**config.mk**
```make
export PLATFORM = sky130hd
export DESIGN_NAME = l2_arbiter
export DESIGN_NICKNAME = d
export VERILOG_FILES = /design/src/rtl/lc3b_types.sv /design/src/rtl/l2_arbiter_rr_priority.sv /design/src/rtl/l2_arbiter.sv
export SDC_FILE = /design/constraint.sdc
export NUM_CORES = 1
export LEC_CHECK = 0
export BUFFER_PORTS_ARGS = -buffer_cell sky130_fd_sc_hd__buf_4
export CAP_MARGIN = 20
export CORE_AREA = 2 2 326 328
export DETAILED_ROUTE_END_ITERATION = 7
export DIE_AREA = 0 0 328 330
export PLACE_DENSITY_LB_ADDON = 0.05
export SLEW_MARGIN = 20
export SYNTH_ARGS = -nofsm -noshare
export SYNTH_HDL_FRONTEND = slang
export SYNTH_HIERARCHICAL = 1
export SYNTH_SLANG_ARGS = --single-unit
```
**constraint.sdc**
```tcl
create_clock -name clk -period 1.59 [get_ports clk]
set_input_delay 0.2385 -clock clk [delete_from_list [all_inputs] [get_ports clk]]
set_output_delay 0.2385 -clock clk [all_outputs]
set_load 0.05 [all_outputs]
```
**src/rtl/lc3b_types.sv**
```systemverilog
// Shared LC-3b cache-hierarchy types, including the L2 arbiter state and grant-side encodings.
package lc3b_types;

   typedef logic [15:0]  lc3b_word;
   typedef logic [127:0] lc3b_cache_line;

   typedef enum logic [1:0] {
      IDLE    = 2'd0,
      SERVE_I = 2'd1,
      SERVE_D = 2'd2
   } lc3b_arb_state;

   typedef enum logic {
      ARB_SEL_I = 1'b0,
      ARB_SEL_D = 1'b1
   } lc3b_arb_sel;

endpackage

```
**src/rtl/l2_arbiter_rr_priority.sv**
```systemverilog
// Combinational round-robin pick between the I-side and D-side requesters.
module rr_priority
   import lc3b_types::*;
(
   input  logic        i_pending_i,
   input  logic        d_pending_i,
   input  lc3b_arb_sel last_grant_i,
   output logic        grant_valid_o,
   output lc3b_arb_sel grant_sel_o
);

   always_comb begin
      grant_valid_o = i_pending_i | d_pending_i;
      grant_sel_o   = ARB_SEL_I;
      // On a tie, the side that did not win last time goes next.
      if (i_pending_i && d_pending_i) begin
         grant_sel_o = (last_grant_i == ARB_SEL_I) ? ARB_SEL_D : ARB_SEL_I;
      end else if (d_pending_i) begin
         grant_sel_o = ARB_SEL_D;
      end
   end

endmodule

```
**src/rtl/l2_arbiter.sv**
```systemverilog
// Serializes I-side and D-side line transactions onto one lower-memory port, round-robin fair,
// holding the granted request in registers until the single downstream response returns.
module l2_arbiter
   import lc3b_types::*;
#(
   parameter int ADDR_WIDTH = $bits(lc3b_word),
   parameter int LINE_WIDTH = $bits(lc3b_cache_line)
) (
   input  logic                  clk,
   input  logic                  rst_n,

   input  logic [ADDR_WIDTH-1:0] i_address,
   input  logic                  i_read,
   input  logic                  i_write,
   input  logic [LINE_WIDTH-1:0] i_wdata,
   output logic                  i_resp,
   output logic [LINE_WIDTH-1:0] i_rdata,

   input  logic [ADDR_WIDTH-1:0] d_address,
   input  logic                  d_read,
   input  logic                  d_write,
   input  logic [LINE_WIDTH-1:0] d_wdata,
   output logic                  d_resp,
   output logic [LINE_WIDTH-1:0] d_rdata,

   output logic [ADDR_WIDTH-1:0] mem_address,
   output logic                  mem_read,
   output logic                  mem_write,
   output logic [LINE_WIDTH-1:0] mem_wdata,
   input  logic                  mem_resp,
   input  logic [LINE_WIDTH-1:0] mem_rdata
);

   lc3b_arb_state         state_q, state_d;
   lc3b_arb_sel           last_grant_q, last_grant_d;
   logic [ADDR_WIDTH-1:0] mem_address_q, mem_address_d;
   logic                  mem_read_q, mem_read_d;
   logic                  mem_write_q, mem_write_d;
   logic [LINE_WIDTH-1:0] mem_wdata_q, mem_wdata_d;

   logic                  grant_valid;
   lc3b_arb_sel           grant_sel;

   rr_priority u_rr_priority (
      .i_pending_i   (i_read | i_write),
      .d_pending_i   (d_read | d_write),
      .last_grant_i  (last_grant_q),
      .grant_valid_o (grant_valid),
      .grant_sel_o   (grant_sel)
   );

   always_ff @(posedge clk or negedge rst_n) begin
      if (!rst_n) begin
         state_q       <= IDLE;
         last_grant_q  <= ARB_SEL_D;
         mem_address_q <= '0;
         mem_read_q    <= 1'b0;
         mem_write_q   <= 1'b0;
         mem_wdata_q   <= '0;
      end else begin
         state_q       <= state_d;
         last_grant_q  <= last_grant_d;
         mem_address_q <= mem_address_d;
         mem_read_q    <= mem_read_d;
         mem_write_q   <= mem_write_d;
         mem_wdata_q   <= mem_wdata_d;
      end
   end

   always_comb begin
      state_d       = state_q;
      last_grant_d  = last_grant_q;
      mem_address_d = mem_address_q;
      mem_read_d    = mem_read_q;
      mem_write_d   = mem_write_q;
      mem_wdata_d   = mem_wdata_q;
      i_resp        = 1'b0;
      d_resp        = 1'b0;

      unique case (state_q)
         IDLE: begin
            if (grant_valid) begin
               last_grant_d = grant_sel;
               // A side asserting both read and write is treated as a write.
               if (grant_sel == ARB_SEL_I) begin
                  state_d       = SERVE_I;
                  mem_address_d = i_address;
                  mem_wdata_d   = i_wdata;
                  mem_write_d   = i_write;
                  mem_read_d    = i_read & ~i_write;
               end else begin
                  state_d       = SERVE_D;
                  mem_address_d = d_address;
                  mem_wdata_d   = d_wdata;
                  mem_write_d   = d_write;
                  mem_read_d    = d_read & ~d_write;
               end
            end
         end
         SERVE_I: begin
            if (mem_resp) begin
               i_resp      = 1'b1;
               state_d     = IDLE;
               mem_read_d  = 1'b0;
               mem_write_d = 1'b0;
            end
         end
         SERVE_D: begin
            if (mem_resp) begin
               d_resp      = 1'b1;
               state_d     = IDLE;
               mem_read_d  = 1'b0;
               mem_write_d = 1'b0;
            end
         end
         default: begin
            state_d = IDLE;
         end
      endcase
   end

   assign mem_address = mem_address_q;
   assign mem_read    = mem_read_q;
   assign mem_write   = mem_write_q;
   assign mem_wdata   = mem_wdata_q;
   assign i_rdata     = mem_rdata;
   assign d_rdata     = mem_rdata;

endmodule

```
==> metrics.md, run 1 <==
| Metric | Value |
|---|---|
| Netlist cell types | 29 |
| Gate power share | 65.8% |
| Core Area | 105000 µm² |
| Register bit total from synthesis | 149 |
| Fmax achieved | 590 MHz |
| Clock sink total | 149 |
| Sequential share of power | 20.7% |
| Sequential fraction of the synthesis area | 41.5% |
| Min-delay worst type | input pin to flop |
| Final worst path period share | 107% |
| I/O pin cnt | 827 |
| Syn_nets | 1348 |
| DP Worst Slack | -0.347 ns |
| Antenna violations before repair | 3 |
| Cell Chain, Critical Path | inv_2 -> buf_6 -> ha_4 -> and2_4 -> buf_12 |
| First-pass iteration count of the detailed router | 4 |
| Global-route wire length before repair | 55300 µm |
| Worst Skew | 0.00963 ns |
| DR iter-0 viols | 148 |
| Crit path kind | flop to primary output |
| Slowest CP cell | dfrtp_1 |
| Slew HR | 65.7% |
| Synth Instances | 922 |
| Switch Pwr | 16.2 mW |
| Internal Pwr Total | 16.8 mW |
| Tmin final | 1.69 ns |
| Synthesized area per cell | 9.75 µm² |
| # H-tree levels | 4 |
| Crit path required time | 1.35 ns |
| Clock Path Buffers | 2 |
| Non-filler cells, final | 2832 |
| CP startpoint kind | flop |
| Max FO, Critical Path | 2 |
| Final TNS setup | -1.05 ns |
| Final Max Slew Viols | 0 |
| Die area | 108000 µm² |
| Area of the multi-input gates | 3390 µm² |
| Chip width | 328 µm |
| Worst path buffer plus inverter count | 3 |
| Final hold viol count | 0 |
| PortBufs | 442 |
| Dpl hpwl | 30900 µm |
| Status | finished, violations left |
| Worst slew pin tran | 0.515 ns |
| PwrDens | 1970 nW/µm² |
| Vias after detailed routing | 7915 |
| Drt drc | 0 |
| Setup slack after layout | -0.104 ns |
| Storage cell area | 3730 µm² |
| Syn Std Cell Area | 8990 µm² |
| CP delay by family, top | flip-flops |
| Vias in the first global route | 8372 |
| All-Layer GR Usage | 7.19% |
| CP endpoint kind | primary output |
| Filler Cells Inserted | 11700 |
| Switching fraction of total power | 49.0% |
| Pwr Total | 33.0 mW |
| Insertion delay to the later sink of the worst-skew pair | 0.50 ns |
| Max IR drop VDD | 0.640 mV |
| WP data arrival | 1.46 ns |
| Layout cells sized above 1 | 47.0% |
| Fin nets | 1853 |
| CTS tree | done |
| Die Ht | 330 µm |
| Routed WL per cell | 15.7 µm |
| Clock-pin slew on the worst setup and hold paths | 0.07 ns |
| Core Rows | 119 |
| Static Leak | 7.49 nW |
| Clock power share | 13.5% |
| Unrepaired setup endpoints after global routing | yes |
| Starting Density | 8.59% |
| Inst Count DP | 2531 |
| Routability cong. | 0.666 |
| Final Routed Wirelength | 44500 µm |
| GRT Residual Overflow | 0 |
| CTS buffer count | 17 |
| Violated checks | setup timing |
| Largest net degree at the start of global routing | 33 |
| Max stage delay on crit path | 0.38 ns |
| Root Driver | clkbuf_16 |
| DRT antenna net count | 0 |
| Layout area overhead | 86.8% |
| Final setup fails | 30 |
| Via density | 2.79 |
| Syn. warnings | 6 |
| Max-cap violation count | 0 |
logic make-up after synthesis:
family	count (synthesis)	synth area share (%)
DFF	149	41.5
buffers and inverters	307	26.0
AOI/OAI and AO/OA	151	8.49
adders and majority gates	3	0.417
and+or+nand+nor	167	7.50
muxes	145	16.1
layer usage:
metal / GRT usage (%) / up-vias / wire length, µm
met5: 0 / - / 13
met4: 4.27 / 2 / 1730
met3: 3.26 / 129 / 3520
met2: 11.8 / 351 / 22000
met1: 7.54 / 3604 / 17300
li1: - / 3829 / -
worst register-to-register path, delay by kind of cell (launching register included):
family / cells / cell delay [ns]
flip-flops: 1 / 0.57
buffers and inverters: 3 / 0.44
AND/OR/NAND/NOR: 3 / 0.44
AO/OA/AOI/OAI: 1 / 0.07
metrics by stage:
step           utilization [%]  hold slack [ns]  cell area, µm²
2_1_floorplan                -          -0.0571            8990
3_3_place_gp              12.0            0.245           12600
3_5_place_dp              12.0            0.249           12600
4_1_cts                   14.8        0.0000962           15500
5_1_grt                   16.1         0.000719           16800
6_report                  16.1           0.0396           16800
what timing repair did:
| item | 4_1_cts | 5_1_grt |
|---|---|---|
| gates resized for setup | 23 | 160 |
| endpoints found under the setup margin | 8 | 89 |
| setup buffers | 3 | 24 |
| hold endpoints to repair | 135 | 4 |
| gates cloned | 0 | 20 |
| hold buffers | 219 | 5 |
| pin swaps | 2 | 7 |
power by group through the flow:
stage | registers [mW] | clock network [mW] | logic (mW)
3_3_place_gp | 6.93 | 0 | 18.3
6_report | 6.84 | 4.45 | 21.7
4_1_cts | 6.89 | 4.86 | 18.8
3_5_place_dp | 6.92 | 0 | 18.2
2_1_floorplan | 13.2 | 0 | 6.59
5_1_grt | 7.14 | 4.95 | 23.3
final cells by class:
cell class,instances,area share [%]
clock inverter,12,0.924
timing repair buffer,791,43.7
multi-input combinational,466,20.2
inverter,2,0.0447
antenna,1,0.0149
sequential,149,22.2
tap,1391,10.4
clock buffer,20,2.60
sequential cells by signal (all words and copies together) (netlist names):
register,flops
state_q,2
mem_read,1
last_grant_q,1
mem_address,16
mem_wdata,128
mem_write,1
synthesized netlist by cell type, drive strengths merged:
cell type  number  area [µm²]
mux2i         145        1450
o31ai           2        15.0
nand4           1        6.26
nor2b           2        12.5
nand2         151         569
dfrtp         148        3700
buf           289        2260
nor3            1        5.00
nor2            1        3.75
or2             3        18.8
inv             2        7.51
nand2b          1        6.26
and2            3        18.8
nor4            1        6.26
a21boi          1        7.51
nor4bb          1        10.0
a21oi           2        10.0
o21ai         146         731
clkbuf         16        70.1
dfstp           1        26.3
ha              3        37.5
nor4b           1        8.76
nand4b          1        8.76
placed cells by master, fill, tap and decap left out, drive strengths merged, types with 3 or more instances in the layout:
| cell | count |
|---|---|
| and2 | 3 |
| buf | 551 |
| bufinv | 3 |
| clkbuf | 36 |
| clkinv | 6 |
| dfrtp | 148 |
| dlygate4sd3 | 224 |
| ha | 3 |
| inv | 3 |
| mux2i | 145 |
| nand2 | 151 |
| o21ai | 146 |
| or2 | 3 |
path summary, 6_finish.rpt:
kind	startpoint	cells after the start	to	slack, ns
min in group asynchronous	rst_n	2	mem_wdata[57]$_DFFE_PN0P_	0.28
max reg2reg	last_grant_q$_DFFE_PN1P_	7	mem_read$_DFFE_PN0P_	-0.06
min reg2reg	mem_wdata[5]$_DFFE_PN0P_	2	mem_wdata[5]$_DFFE_PN0P_	0.48
max	state_q[0]$_DFFE_PN0P_	5	d_resp	-0.10
min	d_address[10]	3	mem_address[10]$_DFFE_PN0P_	0.04
max in group asynchronous	rst_n	3	mem_wdata[88]$_DFFE_PN0P_	0.68
No activity file was read; power rests on OpenSTA's default activity.
==> inputs of run 2 (changes only) <==
Settings changed: ABC_AREA from default to 1, CAP_MARGIN 20 to default, CORE_AREA 2 2 326 328 to 2 2 321 323, DIE_AREA 0 0 328 330 to 0 0 323 325.
==> run 2 against run 1 <==
Effect of this change: the run still ends with setup timing left; maximum frequency up 1.0%; via count rose by 15%; power shrank 1.2%; critical endpoint unchanged; non-clock buffer count up 23; cell count is 5.8% higher; wire length rose by 16%; area after synthesis shrank 2.8%; worst hold slack got worse by 0.017 ns; critical path type unchanged.
==> metrics.md, run 2 <==
| Metric | Value |
|---|---|
| Vias in the first global route | 10100 (+21%) |
| Synth Instances | 1093 (+19%) |
| CTS buffer count | 17 (unchanged) |
| Layout area overhead | 85.3% |
| Ys flop type | dfrtp_1 |
| Unrepaired setup endpoints after global routing | yes |
| All-Layer GR Usage | 9.70% (+2.5 points) |
| WP data arrival | 1.44 ns (-0.02 ns) |
| Most frequent cells in the layout | buf_4, nand2_1, nand3_1, dlygate4sd3_1, dfrtp_1 |
| Internal Pwr Total | 15.7 mW (-6.5%) |
| Final Max Slew Viols | 0 (unchanged) |
| Register bit total from synthesis | 149 (unchanged) |
| Die Ht | 325 µm (-1.5%) |
| Reg2reg setup slack | -0.07 ns (about the same) |
| Vias after detailed routing | 9095 (+15%) |
| Worst slew pin tran | 0.467 ns (-0.0478 ns) |
| Sequential share of power | 21.0% (+0.3 points) |
| Setup slack after layout | -0.0866 ns (+0.0176 ns) |
| CTS tree | done |
| Violated checks | setup timing |
| Chip width | 323 µm (-1.5%) |
| Layout cells sized above 1 | 35.9% (-11 points) |
| Max stage delay on crit path | 0.39 ns (about the same) |
| Core Area | 101000 µm² (-3.2%) |
| Crit path kind | flop to primary output |
| Largest net degree at the start of global routing | 42 (+27%) |
| Clock power share | 15.7% (+2.2 points) |
| EDFF count, synth | 0 (unchanged) |
| Final worst path period share | 105% (-1.1 points) |
| Most frequent cell after synthesis | nand2_1 |
| Worst R2R Start | state_q[0]$_DFFE_PN0P_ |
| Final Util | 16.0% (-0.054 points) |
| Worst path buffer plus inverter count | 4 (+1) |
| Post-synth top cells | nand2_1, nand3_1, buf_4 |
| Via density | 3.04 (+8.7%) |
| Synth area leader | dfrtp_1 |
| Tmin final | 1.68 ns (-0.0176 ns) |
| WHS Path Cells | 3 (unchanged) |
| # H-tree levels | 4 (unchanged) |
| I/O pin cnt | 827 (unchanged) |
| Syn. warnings | 6 (unchanged) |
| Crit path required time | 1.35 ns (about the same) |
| Clock sink total | 149 (unchanged) |
| Cell Chain, Critical Path | inv_2 -> buf_6 -> ha_4 -> nand2_2 -> inv_2 -> buf_12 |
| Top post-synthesis cells by area | dfrtp_1, buf_4, nand3_1 |
| Max FO, Critical Path | 2 (unchanged) |
| Most frequent CP cell | inv_2 |
| Worst hold margin | 0.0223 ns (-0.0173 ns) |
| Clock-pin slew on the worst setup and hold paths | 0.07 ns (about the same) |
| GRT Residual Overflow | 0 (unchanged) |
| DP Worst Slack | -0.415 ns (-0.0683 ns) |
| CP startpoint kind | flop |
| DRT antenna net count | 0 (unchanged) |
| Clock Path Buffers | 2 (unchanged) |
| Fin nets | 2035 (+9.8%) |
| Root Driver | clkbuf_16 |
| Starting Density | 8.63% (+0.041 points) |
| Antenna violations before repair | 13 (+10) |
| PortBufs | 442 (unchanged) |
| Gate power share | 63.3% (-2.5 points) |
| Drt drc | 0 (unchanged) |
| Min-delay src | i_wdata[97] |
| Final hold viol count | 0 (unchanged) |
| Slew HR | 68.8% (+3.2 points) |
| Max reg flops | 128 (unchanged) |
| Max IR drop VDD | 0.631 mV (-1.4%) |
| Final Routed Wirelength | 51500 µm (+16%) |
| Syn Std Cell Area | 8750 µm² (-2.8%) |
| Switch Pwr | 16.9 mW (+4.2%) |
| Reg-to-reg critical path endpoint | mem_wdata[14]$_DFFE_PN0P_ |
| Sequential fraction of the synthesis area | 42.6% (+1.2 points) |
| Switching fraction of total power | 51.8% (+2.7 points) |
| Routed WL per cell | 17.2 µm (+9.5%) |
| Synth top area share | 42.3% (+1.2 points) |
| Fmax achieved | 596 MHz (+1.0%) |
| First-pass iteration count of the detailed router | 4 (unchanged) |
| Static Leak | 7.46 nW (-0.29%) |
| Die area | 105000 µm² (-3.0%) |
| Max-cap violation count | 0 (unchanged) |
| Pwr Total | 32.6 mW (-1.2%) |
| Status | finished, violations left |
| Worst Skew | 0.0275 ns (+0.0178 ns) |
| Insertion delay to the later sink of the worst-skew pair | 0.51 ns (about the same) |
| Synthesized area per cell | 8.00 µm² (-18%) |
| CP delay by family, top | flip-flops |
| Routability cong. | 0.713 (+7.0%) |
| Leading cell type in the layout, fill and taps excluded | buf_4 |
| Final setup fails | 91 (+200%) |
| CP endpoint kind | primary output |
| Netlist cell types | 20 (-31%) |
| Worst Hold End | mem_wdata[97]$_DFFE_PN0P_ |
| Dpl hpwl | 38100 µm (+23%) |
| Filler Cells Inserted | 11600 (-1.3%) |
| Min-delay worst type | input pin to flop |
| Syn_nets | 1519 (+13%) |
| PwrDens | 2010 nW/µm² (+2.4%) |
| Post-synth ARST share | 100% (unchanged) |
| Slowest CP cell | dfrtp_1 |
| DR iter-0 viols | 271 (+83%) |
| Core Rows | 117 (-1.7%) |
| Global-route wire length before repair | 72500 µm (+31%) |
| Worst Reg2Reg Path Length in Cells | 8 (+1) |
## run 2: changes by cell type in the layout (fill, tap and decap cells not counted), moves of 13 or more
cell,change
clkbuf_16,-16
o21ai_1,-123
o21ai_0,-14
nand2_1,+163
buf_4,+13
mux2i_2,-33
mux2i_1,-95
mux2i_4,-17
dlygate4sd3_1,+58
buf_6,-24
nand3_1,+288
## run 2: power groups by stage
stage / clock network, mW / registers (mW) / logic (mW)
after global placement: 0 / 7.00 / 19.9
after floorplan: 0 / 13.1 / 6.59
after CTS: 5.49 / 6.91 / 21.3
final: 5.12 / 6.84 / 20.7
after global routing: 5.56 / 7.13 / 22.3
after detailed placement: 0 / 6.91 / 19.7
## run 2: worst max path at each step
| stage | start | end | slack, ns | depth (start not counted) |
|---|---|---|---|---|
| after floorplan | i_write | mem_wdata[100]$_DFFE_PN0P_ | 0.03 | 8 |
| after global placement | state_q[1]$_DFFE_PN0P_ | mem_wdata[90]$_DFFE_PN0P_ | -0.43 | 7 |
| after detailed placement | i_write | mem_wdata[90]$_DFFE_PN0P_ | -0.42 | 8 |
| after CTS | state_q[0]$_DFFE_PN0P_ | d_resp | -0.16 | 6 |
| after global routing | state_q[0]$_DFFE_PN0P_ | mem_wdata[51]$_DFFE_PN0P_ | -0.18 | 8 |
| final | state_q[0]$_DFFE_PN0P_ | d_resp | -0.09 | 6 |
## run 2: through the flow
stage	std cells	instance area, µm²	setup TNS (ns)
final	2995	16200	-2.88
after global routing	2995	16200	-15.85
after CTS	2989	16200	-11.42
after detailed placement	2665	12400	-36.74
after global placement	2665	12400	-33.68
after floorplan	1093	8750	0
## run 2: logic make-up after synthesis
kind of cell    after synthesis  share of synthesized area (%)
compound gates                4                          0.243
fa+ha+maj                     3                          0.429
buf+inv                     334                           26.4
flops                       149                           42.6
simple gates                603                           30.3
## run 2: worst register-to-register path, delay by kind of cell, from the launching register on
kind,cells,cell delay (ns)
flops,1,0.39
fa+ha+maj,1,0.24
simple gates,3,0.27
buf+inv,4,0.62
## run 2: cell type report
class	instances	area (µm²)	area share [%]
Sequential cell	149	3730	23.0
Inverter	16	81.3	0.502
Clock buffer	20	457	2.82
Antenna cell	5	12.5	0.0772
Timing Repair Buffer	814	7210	44.5
Tap cell	1368	1710	10.6
Clock inverter	12	223	1.37
Timing Repair inverter	1	8.76	0.0540
Multi-Input combinational cell	610	2770	17.1
## run 2: routing by layer
metal	GRT usage, %	part of all wire, %	vias to the layer above
li1	-	-	4317
met1	11.0	41	4241
met2	15.5	46	410
met3	4.58	9.8	113
met4	4.13	3.3	14
met5	0	0.15	-
## run 2: what timing repair did
| item | CTS | global route |
|---|---|---|
| gates cloned | 4 | 0 |
| hold buffers | 282 | 0 |
| resized for setup | 29 | 6 |
| endpoints found under the setup margin | 147 | 150 |
| setup buffers | 6 | 1 |
| hold endpoints to repair | 176 | 0 |
| pin swaps | 2 | 1 |
==> inputs of run 3 (changes only) <==
Settings changed: RECOVER_POWER from default to 50.
==> run 3 against run 2 <==
Effect of this change: clock power about the same; the flow still finishes with violations (setup timing); highest routed layer unchanged; power about the same; die area unchanged; via count about the same; global-route usage unchanged; worst hold slack about the same; largest power group unchanged; cell area about the same; sequential cell count unchanged.
==> metrics.md, run 3 (synthesis results as in run 2) <==
| Metric | Value |
|---|---|
| CTS tree | done |
| Die Ht | 325 µm (unchanged) |
| Non-filler cells, final | 2995 (unchanged) |
| Slowest CP cell | dfrtp_1 |
| Gate power share | 63.3% (about the same) |
| Global-route wire length before repair | 72500 µm (unchanged) |
| Internal Pwr Total | 15.7 mW (about the same) |
| GRT Residual Overflow | 0 (unchanged) |
| Vias after detailed routing | 9102 (+0.077%) |
| Clock sink total | 149 (unchanged) |
| DR iter-0 viols | 269 (-0.74%) |
| Inst Count DP | 2665 (unchanged) |
| Final Routed Wirelength | 51500 µm (about the same) |
| Pwr Total | 32.6 mW (about the same) |
| Clock power share | 15.7% (about the same) |
| Routability cong. | 0.713 (unchanged) |
| Crit path kind | flop to primary output |
| # H-tree levels | 4 (unchanged) |
| Max-cap violation count | 0 (unchanged) |
| DRT antenna net count | 0 (unchanged) |
| Chip width | 323 µm (unchanged) |
| Core Rows | 117 (unchanged) |
| Most frequent cells in the layout | buf_4, nand2_1, nand3_1, dlygate4sd3_1, dfrtp_1 |
| Leading cell type in the layout, fill and taps excluded | buf_4 |
| Insertion delay to the later sink of the worst-skew pair | 0.51 ns (about the same) |
| First-pass iteration count of the detailed router | 4 (unchanged) |
| CP startpoint kind | flop |
| WP data arrival | 1.44 ns (about the same) |
| Crit path required time | 1.35 ns (about the same) |
| Starting Density | 8.63% (unchanged) |
| Tmin final | 1.68 ns (-0.00000730 ns) |
| DP Worst Slack | -0.415 ns (unchanged) |
| All-Layer GR Usage | 9.70% (unchanged) |
| Switch Pwr | 16.9 mW (about the same) |
| Drt drc | 0 (unchanged) |
| Min-delay src | i_wdata[97] |
| Slew HR | 31.5% (-37 points) |
| I/O pin cnt | 827 (unchanged) |
| Worst Skew | 0.0275 ns (-0.00000100 ns) |
| Root Driver | clkbuf_16 |
| Final TNS setup | -2.89 ns (-0.00412 ns) |
| Final Util | 16.0% (about the same) |
| Setup slack after layout | -0.0866 ns (+0.00000730 ns) |
| Die area | 105000 µm² (unchanged) |
| Worst hold margin | 0.0223 ns (+0.00000720 ns) |
| CTS buffer count | 17 (unchanged) |
| Antenna violations before repair | 13 (unchanged) |
| Vias in the first global route | 10100 (unchanged) |
| Max IR drop VDD | 0.631 mV (about the same) |
| PwrDens | 2010 nW/µm² (about the same) |
| Cell Chain, Critical Path | inv_2 -> buf_6 -> ha_4 -> nand2_2 -> inv_2 -> buf_12 |
| Layout cells sized above 1 | 35.9% (-0.062 points) |
| Clock Path Buffers | 2 (unchanged) |
| Max stage delay on crit path | 0.39 ns (about the same) |
| Fin nets | 2035 (unchanged) |
| Most frequent CP cell | inv_2 |
| Min-delay worst type | input pin to flop |
| Dpl hpwl | 38100 µm (unchanged) |
| Via density | 3.04 (about the same) |
| Design area | 16200 µm² (about the same) |
| Unrepaired setup endpoints after global routing | yes |
| Static Leak | 7.46 nW (about the same) |
| Layout area overhead | 85.1% (about the same) |
| Final worst path period share | 105% (about the same) |
| Final setup fails | 90 (-1.1%) |
| Routed WL per cell | 17.2 µm (about the same) |
| Status | finished, violations left |
| Largest net degree at the start of global routing | 42 (unchanged) |
| Final Max Slew Viols | 0 (unchanged) |
| CP Launch Point | state_q[0]$_DFFE_PN0P_ |
| Max FO, Critical Path | 2 (unchanged) |
| Core Area | 101000 µm² (unchanged) |
| Fmax achieved | 596 MHz (about the same) |
| Sequential share of power | 21.0% (about the same) |
| Violated checks | setup timing |
| PortBufs | 442 (unchanged) |
| Worst R2R Start | state_q[0]$_DFFE_PN0P_ |
| Dpl cell area | 12400 µm² (unchanged) |
| Switching fraction of total power | 51.8% (about the same) |
| CP endpoint kind | primary output |
| Clock-pin slew on the worst setup and hold paths | 0.07 ns (about the same) |
| Final hold viol count | 0 (unchanged) |
| Max reg flops | 128 (unchanged) |
| Worst slew pin tran | 1.03 ns (+0.561 ns) |
## run 3: cell count changes in the layout (fill, tap and decap cells not counted)
cell      previous run  this run
buf_4              499       497
clkbuf_2             0         2
buf_6                6         5
clkbuf_1             1         2
## run 3: power by group through the flow
stage               Combinational [mW]  Clock, mW  Sequential [mW]
detailed placement                19.7          0             6.91
global placement                  19.9          0             7.00
CTS                               21.3       5.49             6.91
floorplan                         6.59          0             13.1
global route                      22.3       5.56             7.13
finish                            20.6       5.12             6.84
## run 3: timing repair
item / CTS / global route
resized for setup: 29 / 6
buffers inserted: 6 / 1
cloned: 4 / 0
hold buffers: 282 / 0
hold endpoints to repair: 176 / 0
endpoints found under the setup margin: 147 / 150
pin swaps: 2 / 1
## run 3: final cells by class
| cell class | count | area, µm² |
|---|---|---|
| Inverter | 16 | 81.3 |
| Sequential cell | 149 | 3730 |
| Tap cell | 1368 | 1710 |
| Antenna cell | 5 | 12.5 |
| Multi-Input combinational cell | 610 | 2770 |
| Clock inverter | 12 | 223 |
| Fill cell | 11600 | 85100 |
| Timing Repair Buffer | 814 | 7200 |
| Timing Repair inverter | 1 | 8.76 |
| Clock buffer | 20 | 457 |
## run 3: path summary, 6_finish.rpt
check,end,slack (ns),depth (start not counted)
min,mem_wdata[97]$_DFFE_PN0P_,0.02,3
min reg2reg,mem_wdata[77]$_DFFE_PN0P_,0.50,2
max reg2reg,mem_wdata[14]$_DFFE_PN0P_,-0.07,8
max in group asynchronous,mem_address[15]$_DFFE_PN0P_,0.23,3
max,d_resp,-0.09,6
min in group asynchronous,mem_wdata[2]$_DFFE_PN0P_,0.44,2
## run 3: routing by layer
metal	up-vias	track usage, %	routed length (µm)
met5	-	0	78
met4	14	4.13	1720
met3	113	4.58	5070
met2	412	15.5	23500
met1	4246	11.0	21100
li1	4317	-	-
## run 3: worst max-delay path: cells and delay by family (launching register included)
kind / cells / cell delay, ns
adders and majority gates: 1 / 0.11
DFF: 1 / 0.39
buffers and inverters: 4 / 0.37
and+or+nand+nor: 1 / 0.04
